### src/rtl/hazard_pkg.sv
// Shared definitions for the pipeline hazard/forwarding controller.
//   FWD_*      : EX operand select encodings (register file / WB / MEM)
//   hz_state_e : stall FSM state encoding
//   HZ_CNT_W   : width of the stall-length counter
//   cnt_max    : larger of two stall-length requests
package hazard_pkg;

    localparam int unsigned HZ_CNT_W = 3;

    localparam logic [1:0] FWD_RF  = 2'd0;
    localparam logic [1:0] FWD_WB  = 2'd1;
    localparam logic [1:0] FWD_MEM = 2'd2;

    typedef enum logic {
        HZ_RUN   = 1'b0,
        HZ_STALL = 1'b1
    } hz_state_e;

    typedef logic [HZ_CNT_W-1:0] hz_cnt_t;

    function automatic hz_cnt_t cnt_max(input hz_cnt_t a, input hz_cnt_t b);
        return (a > b) ? a : b;
    endfunction

endpackage

### src/rtl/pipe_hazard_unit_fwd_sel.sv
// Per-operand forwarding priority comparator (module fwd_sel).
//   src            : EX source register
//   mem_wr, mem_we : MEM destination / write enable (highest priority)
//   wb_wr,  wb_we  : WB destination / write enable
//   sel            : FWD_MEM, FWD_WB or FWD_RF; register 0 is never forwarded
module fwd_sel
    import hazard_pkg::*;
#(
    parameter int unsigned REG_AW = 5
) (
    input  logic [REG_AW-1:0] src,
    input  logic [REG_AW-1:0] mem_wr,
    input  logic              mem_we,
    input  logic [REG_AW-1:0] wb_wr,
    input  logic              wb_we,
    output logic [1:0]        sel
);

    // MEM holds the younger result, so it wins over WB on the same register.
    always_comb begin
        sel = FWD_RF;
        if (src != '0) begin
            if (mem_we && (mem_wr == src)) begin
                sel = FWD_MEM;
            end else if (wb_we && (wb_wr == src)) begin
                sel = FWD_WB;
            end
        end
    end

endmodule

### src/rtl/pipe_hazard_unit.sv
// Hazard and forwarding controller for the 5-stage MIPS pipeline.
// Detects load-use and ID-stage branch operand hazards, stretches stalls for
// multi-cycle load latency, and produces forwarding selects for EX.
//   clk, rst (sync, active-low)
//   id_*  : ID-stage instruction sources / branch info
//   ex_*  : EX sources, destination, write/load flags
//   mem_*, wb_* : later-stage destinations and write enables
//   fwd_a, fwd_b : EX operand selects (combinational)
//   pc_write, ifid_write, idex_bubble, ifid_flush, busy : pipeline control
// Optional: define PIPE_HAZARD_PERF_EN to add saturating stall_cnt/flush_cnt.
module pipe_hazard_unit
    import hazard_pkg::*;
#(
    parameter int unsigned REG_AW   = 5,
    parameter int unsigned LOAD_LAT = 1,
    parameter int unsigned BR_IN_ID = 1
) (
    input  logic              clk,
    input  logic              rst,
    input  logic [REG_AW-1:0] id_rs,
    input  logic [REG_AW-1:0] id_rt,
    input  logic              id_uses_rt,
    input  logic              id_is_branch,
    input  logic              id_br_taken,
    input  logic [REG_AW-1:0] ex_rs,
    input  logic [REG_AW-1:0] ex_rt,
    input  logic [REG_AW-1:0] ex_wr,
    input  logic              ex_reg_write,
    input  logic              ex_mem_read,
    input  logic [REG_AW-1:0] mem_wr,
    input  logic [REG_AW-1:0] wb_wr,
    input  logic              mem_reg_write,
    input  logic              wb_reg_write,
    output logic [1:0]        fwd_a,
    output logic [1:0]        fwd_b,
    output logic              pc_write,
    output logic              ifid_write,
    output logic              idex_bubble,
    output logic              ifid_flush,
    output logic              busy
`ifdef PIPE_HAZARD_PERF_EN
    ,
    output logic [15:0]       stall_cnt,
    output logic [15:0]       flush_cnt
`endif
);

    localparam hz_cnt_t LAT    = HZ_CNT_W'(LOAD_LAT);
    localparam hz_cnt_t LAT_M1 = HZ_CNT_W'(LOAD_LAT - 1);

    hz_state_e state_q, state_d;
    hz_cnt_t   cnt_q, cnt_d, cnt_req;
    logic      mem_load_q;
    logic      br_en, lu_hz, br_ex_hz, br_mem_hz, hazard;
    logic [1:0] fwd_a_raw, fwd_b_raw;

    // Does register r feed the ID instruction?
    function automatic logic hit(input logic [REG_AW-1:0] r,
                                 input logic [REG_AW-1:0] rs,
                                 input logic [REG_AW-1:0] rt,
                                 input logic              uses_rt);
        return (r != '0) && ((r == rs) || (uses_rt && (r == rt)));
    endfunction

    fwd_sel #(.REG_AW(REG_AW)) u_fwd_a (
        .src(ex_rs), .mem_wr(mem_wr), .mem_we(mem_reg_write),
        .wb_wr(wb_wr), .wb_we(wb_reg_write), .sel(fwd_a_raw)
    );

    fwd_sel #(.REG_AW(REG_AW)) u_fwd_b (
        .src(ex_rt), .mem_wr(mem_wr), .mem_we(mem_reg_write),
        .wb_wr(wb_wr), .wb_we(wb_reg_write), .sel(fwd_b_raw)
    );

    assign fwd_a = rst ? fwd_a_raw : FWD_RF;
    assign fwd_b = rst ? fwd_b_raw : FWD_RF;

    // Hazard classification and the longest stall any of them requires.
    always_comb begin
        br_en     = (BR_IN_ID != 0) && id_is_branch;
        lu_hz     = ex_mem_read && hit(ex_wr, id_rs, id_rt, id_uses_rt);
        br_ex_hz  = br_en && ex_reg_write && hit(ex_wr, id_rs, id_rt, id_uses_rt);
        br_mem_hz = br_en && mem_reg_write && mem_load_q
                    && hit(mem_wr, id_rs, id_rt, id_uses_rt);
        hazard    = lu_hz || br_ex_hz || br_mem_hz;
        cnt_req   = '0;
        if (lu_hz) begin
            cnt_req = LAT_M1;
        end
        if (br_mem_hz) begin
            cnt_req = cnt_max(cnt_req, LAT_M1);
        end
        if (br_ex_hz) begin
            cnt_req = cnt_max(cnt_req, ex_mem_read ? LAT : '0);
        end
    end

    // State, stall counter and MEM-stage load tracking.
    always_ff @(posedge clk) begin
        if (!rst) begin
            state_q    <= HZ_RUN;
            cnt_q      <= '0;
            mem_load_q <= 1'b0;
        end else begin
            state_q    <= state_d;
            cnt_q      <= cnt_d;
            mem_load_q <= ex_mem_read;
        end
    end

    // Next state and pipeline control; reset forces the stalled/idle pattern.
    always_comb begin
        state_d     = state_q;
        cnt_d       = cnt_q;
        pc_write    = 1'b1;
        ifid_write  = 1'b1;
        idex_bubble = 1'b0;
        ifid_flush  = 1'b0;
        busy        = 1'b0;
        case (state_q)
            HZ_RUN: begin
                if (hazard) begin
                    pc_write    = 1'b0;
                    ifid_write  = 1'b0;
                    idex_bubble = 1'b1;
                    cnt_d       = cnt_req;
                    if (cnt_req != '0) begin
                        state_d = HZ_STALL;
                    end
                end else begin
                    ifid_flush = id_br_taken;
                end
            end
            HZ_STALL: begin
                pc_write    = 1'b0;
                ifid_write  = 1'b0;
                idex_bubble = 1'b1;
                busy        = 1'b1;
                cnt_d       = cnt_q - 1'b1;
                if (cnt_q <= hz_cnt_t'(1)) begin
                    state_d = HZ_RUN;
                end
            end
            default: begin
                state_d = HZ_RUN;
                cnt_d   = '0;
            end
        endcase
        if (!rst) begin
            pc_write    = 1'b0;
            ifid_write  = 1'b0;
            idex_bubble = 1'b1;
            ifid_flush  = 1'b0;
            busy        = 1'b0;
        end
    end

`ifdef PIPE_HAZARD_PERF_EN
    // Saturating event counters for stall cycles and flushes.
    always_ff @(posedge clk) begin
        if (!rst) begin
            stall_cnt <= '0;
            flush_cnt <= '0;
        end else begin
            if (!pc_write && (stall_cnt != 16'hFFFF)) begin
                stall_cnt <= stall_cnt + 16'd1;
            end
            if (ifid_flush && (flush_cnt != 16'hFFFF)) begin
                flush_cnt <= flush_cnt + 16'd1;
            end
        end
    end
`endif

endmodule

### config.mk
export PLATFORM = sky130hd
export DESIGN_NAME = pipe_hazard_unit
export DESIGN_NICKNAME = d
export VERILOG_FILES = /design/src/rtl/hazard_pkg.sv /design/src/rtl/pipe_hazard_unit_fwd_sel.sv /design/src/rtl/pipe_hazard_unit.sv
export SDC_FILE = /design/constraint.sdc
export NUM_CORES = 1
export LEC_CHECK = 0
export ABC_AREA = 1
export ABC_CLOCK_PERIOD_IN_PS = 2700
export CAP_MARGIN = 40
export CORE_MARGIN = 2
export CORE_UTILIZATION = 35
export CTS_BUF_LIST = sky130_fd_sc_hd__clkbuf_4 sky130_fd_sc_hd__clkbuf_8
export DETAILED_ROUTE_END_ITERATION = 6
export GPL_ROUTABILITY_DRIVEN = 0
export PLACE_DENSITY = 0.71
export SYNTH_ARGS = -nofsm -noshare
export SYNTH_HDL_FRONTEND = slang
export SYNTH_SLANG_ARGS = --single-unit
export TNS_END_PERCENT = 50
### constraint.sdc
create_clock -name clk -period 2.7 [get_ports clk]
set_input_delay 0.54 -clock clk [delete_from_list [all_inputs] [get_ports clk]]
set_output_delay 0.54 -clock clk [all_outputs]
set_load 0.02 [all_outputs]
# Yosys cells after proc, flatten, opt, wreduce, memory -nomap -nowiden
# Cells that the tools add are included.
# classes
n_addsub,1
eq_ne,9
magnitude_cmp,2
bitwise_logic,1
reduce_logical,23
muxes,28
# op_table
operator,count
== test 5 bit,8
nonzero test 5 bit,4
two-way mux 1 bit,16
logical AND 1 bit,14
two-way mux 2 bit,6
two-way mux 3 bit,2
case mux 1 bit (2 select lines),3
case mux 3 bit (2 select lines),1
logical OR 1 bit,4
<= comparator 3 x 1 -> 1 bit (second input constant),1
nonzero test 3 bit,1
subtractor 3 x 1 -> 3 bit (second input constant),1
!= test 2 bit (second input constant),1
greater-than comparator 1 bit (first input constant),1
inverter 1 bit,1
# totals
in_bits,44
out_inout_bits,9
ff_bits,5
elab_cells,67

# Longest topological paths before layout
# Gate-level depths: netlist of run 1.
# depth
depth_word,10
mapped_depth,13
ltp_nobuf,11

# Modules after synthesis
# From an unflattened synthesis of run 1, not the netlist that was laid out.
# hier_totals
hier_cells,271
hier_area_um2,1276.2
# by_module_without_submodules
mod,area_each_um2,seq_area_each_um2,cells_per_inst,n_inst
pipe_hazard_unit,758.2,100.1,155,1
fwd_sel,259.0,0.0,58,2

# Worst setup path after synthesis of run 1
# Ideal clock, no wire load.
# synth_path
path_type,input-to-output
from,input mem_wr[2]
to,output pc_write
stages,11
t_arrival_ns,1.661
required_time_ns,2.160
n_path_buf,2
setup_slack_ns,0.499
path_cell_list,buf_6 > inv_4 > nand4_2 > o21bai_2 > inv_2 > nand2_2 > nand2_2 > nor2_4 > nand2_2 > inv_1 > buf_4
# synth_between
elab_chain_len,9
elab_cells_between_ends,11
# synth_lines
item,line_no,source
start: declaration,pipe_hazard_unit.sv:30,"input logic [REG_AW-1:0] mem_wr,"
== test 5 bit,pipe_hazard_unit.sv:62,return (r != '0) && ((r == rs) || (uses_rt && (r == rt)));
logical AND 1 bit,pipe_hazard_unit.sv:62,
logical OR 1 bit,pipe_hazard_unit.sv:62,
logical AND 1 bit (*),pipe_hazard_unit.sv:62,
logical AND 1 bit (*),pipe_hazard_unit.sv:84,"&& hit(mem_wr, id_rs, id_rt, id_uses_rt);"
logical OR 1 bit (*),pipe_hazard_unit.sv:85,hazard = lu_hz || br_ex_hz || br_mem_hz;
two-way mux 1 bit (*),--,
case mux 1 bit (2 select lines) (*),--,
two-way mux 1 bit (*),--,
end: declaration,pipe_hazard_unit.sv:36,"output logic pc_write,"
# Mark *: on every way between the ends. The rest lies on a longest branch, timed or not.

# Worst setup path in the final report of run 1
# layout_path
from,input ex_rt[4]
to,output fwd_b[0]
# layout_between
elab_chain_len,6
elab_cells_between_ends,9
# layout_lines
item,line_no,source
start: declaration,pipe_hazard_unit.sv:26,"input logic [REG_AW-1:0] ex_rt,"
== test 5 bit,pipe_hazard_unit_fwd_sel.sv:25,end else if (wb_we && (wb_wr == src)) begin
logical AND 1 bit,pipe_hazard_unit_fwd_sel.sv:25,
two-way mux 1 bit,pipe_hazard_unit_fwd_sel.sv:25,
two-way mux 2 bit,pipe_hazard_unit_fwd_sel.sv:23,if (mem_we && (mem_wr == src)) begin
two-way mux 2 bit (*),pipe_hazard_unit_fwd_sel.sv:22,if (src != '0) begin
two-way mux 2 bit (*),pipe_hazard_unit.sv:76,assign fwd_b = rst ? fwd_b_raw : FWD_RF;
end: declaration,pipe_hazard_unit.sv:35,"output logic [1:0] fwd_b,"
# Marked as above.

==> flow_summary_export.csv, run 1 <==
group,metric,value,unit
sta,worst-slew-pin-transition,326.9,ps
status,outcome,"completed",
routing,drt-total-wl,3011,um
synthesis,synth_cell_types,33,
critical_path,cp_slowest_cell,"clkdlybuf4s50_1",
routing,viasPerCell,4.621,
synthesis,synthSimpleGateAreaFrac,0.5098,
routing,num_vias,1428,
sta,fin_skew,5.121,ps
critical_path,worstSetupPathType,"in2out",
pwr,powerDensity,223.0,nW/um^2
floorplan,core-area,3003,um^2
clocking,cts_tree,"built",
critical_path,path_depth,6,
routing,drc,0,
critical_path,setup.reg_to_reg.worst_slack,1580,ps
sta,drv_slew,0,
synthesis,muxShareOfSynthArea,0,
synthesis,synth.avg_cell_area,5.319,um^2
place,port_buffers,52,
clocking,cts_buffer_depth,2,
synthesis,synth_compound_area_frac,0.1101,
grt,grt_max_degree,8,
synthesis,synthAdderAreaFrac,0.02317,
synthesis,synthXorXnorAreaFrac,0.09733,
clocking,cts_setup_buffers,0,
finish,nNetsFinal,323,
critical_path,path_delay_family,"buffers and inverters",
critical_path,path_max_fanout,3,
pwr,p_leak,0.9825,nW
critical_path,start_kind,"input port",
critical_path,cp.buffers_inverters,3,
place,dp_slack,-351.6,ps
place,hpwl,2600,um
floorplan,ios,53,
clocking,clk_latency,250,ps
sta,finalSetupViolCount,0,
sta,layout_min_cycle_time,2619,ps
synthesis,synth_fp_nets,249,
critical_path,crit_arrival,2080,ps
grt,grt_usage,0.1895,
sta,holdWs,463.3,ps
critical_path,r2r-start,"mem_load_q",
sta,maxSlewHeadroom,0.7820,
finish,drive_above_1_share,0.1957,
clocking,path_clk_slew,50,ps
routing,routedWlPerCell,9.744,um
synthesis,yosysWarnings,0,
job,cap_violations,0,
grt,met2_usage,0.3422,
critical_path,setup.worst_path.end_class,"output port",
critical_path,max_stage_delay,460,ps
grt,use_met3,0.03493,
sta,clock.fmax,0.3818,GHz
synthesis,synth_top_family_by_area,"simple AND/OR/NAND/NOR gates",
synthesis,ys_seq_elements,5,
grt,grt_pass1_wl,5354,um
critical_path,crit_chain,"clkdlybuf4s50_1 -> buf_4 -> xor2_1 -> nor4_1 -> and3_1 -> clkdlybuf4s15_1",
sta,rsz0062_at_grt,"false",
worst_hold_path,hold_path_class,"reg2reg",
critical_path,required,2160,ps
finish,most-common-layout-cells,"70 x nand2_1, 40 x clkdlybuf4s50_1, 28 x inv_1",
clocking,cts_sinks,5,
sta,worst_slack,81.10,ps
clocking,hold_buffers,0,
floorplan,die-height,59.55,um
finish,synthToLayoutAreaGrowth,63.50,%
floorplan,initial_core_util,0.3596,
finish,antenna_cells,0,
synthesis,synth_area,1080,um^2
floorplan,fp.dieW,59.55,um
routing,drt_iter0_drc,34,
synthesis,ys_seq_area_frac,0.09270,
critical_path,crit_path_start,"ex_rt[4]",
clocking,htreeDepth,1,
pwr,ir_drop,83.63,uV
finish,fillers,309,
critical_path,ff2ff_path_depth,9,
sta,period_share,0.9700,
sta,report.final.hold_viol_count,0,
routing,firstDrtPassIters,4,
routing,ant_nets,0,
clocking,numCtsBuffers,3,
grt,antenna_found_initial,0,
critical_path,crit_end,"fwd_b[0]",
grt,grt_busiest_layer,"met2",
finish,final_common_cell,"nand2_1",
grt,grt_pass1_vias,1345,
clocking,root_buffer,"clkbuf_4",
floorplan,rows,20,
synthesis,synthCells,203,
critical_path,worstReg2RegEnd,"cnt_q[0]",
grt,use_met1,0.2317,
floorplan,die-area,3546,um^2
grt,overflow,0,
==> sequential cells by signal (all words and copies together) (netlist names) <==
signal / count
mem_load_q: 1
state_q: 1
cnt_q: 3
==> report_power, final <==
group          switching [W]  leakage, nW  internal [W]   total, W
sequential       0.000000876       0.0406     0.0000760  0.0000769
combinational       0.000101        0.923      0.000117   0.000218
clock              0.0000331       0.0184     0.0000661  0.0000992
==> kinds of logic after synthesis <==
| group | count (synthesis) |
|---|---|
| and+or+nand+nor | 124 |
| xor gates and xnor gates | 12 |
| adders and majority gates | 2 |
| buffers and inverters | 42 |
| AOI/OAI and AO/OA | 18 |
| DFF | 5 |
==> metal layers <==
metal | vias up | share of wire
li1 | 774 | -
met1 | 604 | 0.45
met2 | 46 | 0.48
met3 | 4 | 0.056
met4 | 0 | 0.0080
met5 | - | 0
==> worst register-to-register path: stages, from the launching register on <==
cell,delay [ps]
dfxtp_1,300
nand3_1,70
o21bai_2,190
inv_2,60
nand2_2,50
nand2_2,70
nor2_4,40
buf_4,120
nor2_1,80
nor2_1,50
==> repair_timing <==
action | CTS | global route
endpoints found under the setup margin | 8 | 8
endpoints found under the hold margin | 0 | 0
pin swaps | 0 | 0
cloned | 0 | 0
gates resized for setup | 16 | 15
==> Yosys cell counts (all sizes together) <==
| cell type | n | share of area |
|---|---|---|
| a211oi | 1 | 0.0070 |
| a21oi | 5 | 0.023 |
| and3 | 2 | 0.012 |
| buf | 3 | 0.028 |
| clkbuf | 1 | 0.0046 |
| dfxtp | 5 | 0.093 |
| ha | 2 | 0.023 |
| inv | 38 | 0.13 |
| nand2 | 76 | 0.28 |
| nand3 | 10 | 0.046 |
| nand3b | 1 | 0.0070 |
| nand4 | 2 | 0.017 |
| nor2 | 24 | 0.10 |
| nor3 | 6 | 0.028 |
| nor4 | 2 | 0.012 |
| o2111ai | 2 | 0.016 |
| o21ai | 5 | 0.027 |
| o21bai | 1 | 0.010 |
| o221ai | 1 | 0.0081 |
| o22ai | 2 | 0.012 |
| o31ai | 1 | 0.0070 |
| or2 | 1 | 0.0058 |
| xnor2 | 6 | 0.049 |
| xor2 | 6 | 0.049 |
==> worst min-delay path by stage <==
stage | startpoint | to | slack, ps | cells past startpoint
2_1_floorplan | cnt_q[1] | cnt_q[1] | 440 | 2
3_3_place_gp | cnt_q[1] | cnt_q[1] | 460 | 2
3_5_place_dp | cnt_q[1] | cnt_q[1] | 460 | 2
4_1_cts | cnt_q[1] | cnt_q[1] | 470 | 2
5_1_grt | cnt_q[1] | cnt_q[1] | 500 | 2
6_report | cnt_q[1] | cnt_q[1] | 460 | 2
==> cell type report <==
cell class                 count  area (um^2)  share of cell area
sequential                     5        100.1             0.05670
multi-input combinational    156        799.5              0.4529
tap                           33        41.29             0.02339
timing repair buffer          73        649.4              0.3678
inverter                      38        145.1             0.08221
clock buffer                   4        30.03             0.01701
==> per-stage QoR <==
| step | cell area (um^2) | utilization | total power [W] | TNS, ps | instances |
|---|---|---|---|---|---|
| after detailed placement | 1764 | 0.5875 | 0.0003027 | -2339 | 305 |
| final | 1765 | 0.5879 | 0.0003937 | 0 | 309 |
| after CTS | 1789 | 0.5958 | 0.0004026 | -2.342 | 309 |
| after floorplan | 1080 | - | 0.0001799 | 0 | 203 |
| after global routing | 1765 | 0.5879 | 0.0004289 | 0 | 309 |
| after global placement | 1764 | 0.5875 | 0.0003020 | -2296 | 305 |
Power figures use the tool's default switching activity.
==> run 2: changes to the inputs <==
PLACE_DENSITY = 0.68   (was 0.71)
SYNTH_HIERARCHICAL = 1   (was not set)
==> run 2 against run 1 <==
Utilization decreased by 1.4 points. Worst setup slack improved by 12 ps. Largest cell class unchanged. Synthesized cell count increased by 33%.
==> flow_summary_export.csv, run 2 <==
group,metric,value,unit
status,outcome,"completed",
clocking,cts_resized,17,
clocking,numCtsBuffers,3,
critical_path,worstReg2RegEnd,"cnt_q[1]",
routing,drc,0,
critical_path,required,2160,ps
clocking,hold_buffers,0,
floorplan,core-area,3416,um^2
critical_path,start_kind,"input port",
critical_path,cp_slowest_cell,"clkdlybuf4s50_1",
clocking,htreeDepth,1,
floorplan,ios,53,
finish,largest_register,"cnt_q",
place,port_buffers,52,
clocking,cts_sinks,5,
sta,layout_min_cycle_time,2607,ps
finish,most-common-layout-cells,"126 x nand2_1, 52 x inv_1, 35 x clkdlybuf4s50_1",
routing,firstDrtPassIters,4,
routing,wl_met1,1672,um
worst_hold_path,min_to,"cnt_q[1]",
floorplan,initial_core_util,0.3736,
pwr,powerDensity,208.6,nW/um^2
synthesis,synth_common_cells,"126 x nand2_1, 53 x inv_1, 24 x nor2_1, 11 x inv_2, 11 x nand3_1",
critical_path,path_max_fanout,5,
sta,rsz0062_at_grt,"false",
synthesis,synth_edf_count,0,
routing,drt-total-wl,3388,um
critical_path,setup.worst_path.end_class,"output port",
finish,drive_above_1_share,0.1726,
pwr,ir_drop,226.6,uV
synthesis,ys_seq_area_frac,0.07843,
critical_path,setup.reg_to_reg.worst_slack,1590,ps
clocking,clk_latency,250,ps
routing,top_layer,"met4",
clocking,cts_tree,"built",
sta,worst-slew-pin-transition,312.6,ps
critical_path,worstSetupPathType,"in2out",
critical_path,max_stage_delay,530,ps
grt,overflow,0,
finish,fillers,378,
grt,grt_pass1_vias,1406,
floorplan,fp.dieW,64.39,um
finish,final_common_cell,"nand2_1",
routing,wl_met3,195,um
place,hpwl,2885,um
synthesis,synth.avg_cell_area,4.709,um^2
sta,fin_skew,5.494,ps
synthesis,synth-async-reset-ratio,0,
pwr,p_leak,1.235,nW
synthesis,synthTopCellsByArea,"nand2_1 37%, inv_1 16%, dfxtp_1 7.8%",
grt,grt_usage,0.1716,
sta,maxSlewHeadroom,0.7910,
finish,antenna_cells,0,
sta,clock.fmax,0.3836,GHz
synthesis,yosysMostFrequentCell,"nand2_1",
sta,drv_slew,0,
critical_path,crit_arrival,2070,ps
synthesis,synth_cell_types,24,
synthesis,yosysTopAreaCell,"nand2_1",
critical_path,crit_chain,"clkdlybuf4s50_1 -> buf_4 -> inv_1 -> nand2_1 -> nand4_4 -> nor3_2 -> nand2_1 -> inv_1 -> dlygate4sd2_1",
sta,finalSetupViolCount,0,
critical_path,ff2ff_path_depth,4,
routing,wl_met2,1511,um
clocking,path_clk_slew,40,ps
clocking,cts_buffer_depth,2,
sta,period_share,0.9655,
synthesis,synth_area,1276,um^2
grt,grt_pass1_wl,5768,um
grt,grt_max_degree,9,
routing,viasPerCell,4.188,
routing,ant_nets,0,
routing,num_vias,1600,
floorplan,rows,21,
finish,synthToLayoutAreaGrowth,53.73,%
clocking,root_buffer,"clkbuf_4",
synthesis,ys_seq_elements,5,
synthesis,synthCells,271,
worst_hold_path,min-delay-start,"cnt_q[1]",
finish,final_cells,382,
clocking,cts_setup_buffers,0,
routing,drt_iter0_drc,55,
synthesis,synth_fp_nets,317,
floorplan,die-area,4145,um^2
finish,nNetsFinal,383,
place,dp_cells,378,
sta,report.final.hold_viol_count,0,
synthesis,yosys.area.top_type_share,0.3706,
grt,antenna_found_initial,0,
synthesis,yosysWarnings,6,
finish,largest_register_ffs,3,
synthesis,synthFlopType,"dfxtp_1",
floorplan,die-height,64.39,um
finish,reg.largest.list,"cnt_q x3, mem_load_q x1, state_q x1",
job,cap_violations,0,
routing,routedWlPerCell,8.869,um
place,dpl-instance-area,1924,um^2
worst_hold_path,hold_path_class,"reg2reg",
worst_hold_path,whs_path_depth,2,
critical_path,r2r-start,"cnt_q[0]",
finish,stdcell_area,1962,um^2
[run 2: changes by cell type after synthesis, sizes merged, moves of 3 or more]
cell / delta
inv: +26
nor2: +10
nand2: +55
nor3: -3
xor2: -6
xnor2: -4
[run 2: how the worst max path moves through the flow]
stage | from | endpoint | slack [ps] | cells after the start
global route | mem_wr[4] | fwd_b[1] | 4 | 9
CTS | id_rs[0] | idex_bubble | 0.5 | 12
floorplan | mem_wr[3] | pc_write | 560 | 10
finish | mem_wr[4] | fwd_b[1] | 90 | 9
global placement | mem_wr[2] | ifid_flush | -340 | 11
detailed placement | mem_wr[2] | ifid_flush | -400 | 11
[run 2: routing by layer]
| layer | global-route usage | vias up |
|---|---|---|
| met5 | 0 | - |
| met4 | 0.01596 | 0 |
| met3 | 0.03169 | 2 |
| met2 | 0.3008 | 46 |
| met1 | 0.2256 | 635 |
| li1 | - | 917 |
[run 2: cells by family after synthesis]
logic type | share of synthesized area
AND/OR/NAND/NOR | 0.6392
adder cells (fa/ha/maj) | 0.01960
XOR/XNOR | 0.01373
buffers and inverters | 0.1980
flip-flops | 0.07843
AO/OA/AOI/OAI | 0.05098
[run 2: critical path, delay by kind of cell]
family        cells  cell delay [ps]
buf+inv           5             1110
simple gates      4              410
[run 2: power by group]
part | internal, W | switching, W | leakage, nW
clock | 0.0000660 | 0.0000321 | 0.0184
combinational | 0.000115 | 0.000119 | 1.18
sequential | 0.0000762 | 0.00000107 | 0.0406
[run 2: area by class of cell]
type / count / area, um^2 / area share
multi-input combinational: 200 / 943.4 / 0.4809
timing repair buffer: 63 / 590.6 / 0.3010
inverter: 64 / 240.2 / 0.1224
sequential: 5 / 100.1 / 0.05102
tap: 46 / 57.56 / 0.02934
clock buffer: 4 / 30.03 / 0.01531
[run 2: stage by stage]
stage	setup TNS, ps	setup WS (ps)	hold WS [ps]	total power (W)	util
2_1_floorplan	0	559.0	442.2	0.0001946	-
3_3_place_gp	-2011	-335.4	455.5	0.0003151	0.5634
3_5_place_dp	-2310	-400.7	463.2	0.0003163	0.5634
4_1_cts	0	0.5449	486.2	0.0004148	0.5711
5_1_grt	0	4.234	529.4	0.0004475	0.5744
6_report	0	93.23	482.0	0.0004093	0.5744
==> run 3: changes to the inputs <==
SLEW_MARGIN = 30   (was not set)
==> results of run 3 <==
No change in the layout: final DEF, timing and power equal those of run 2.
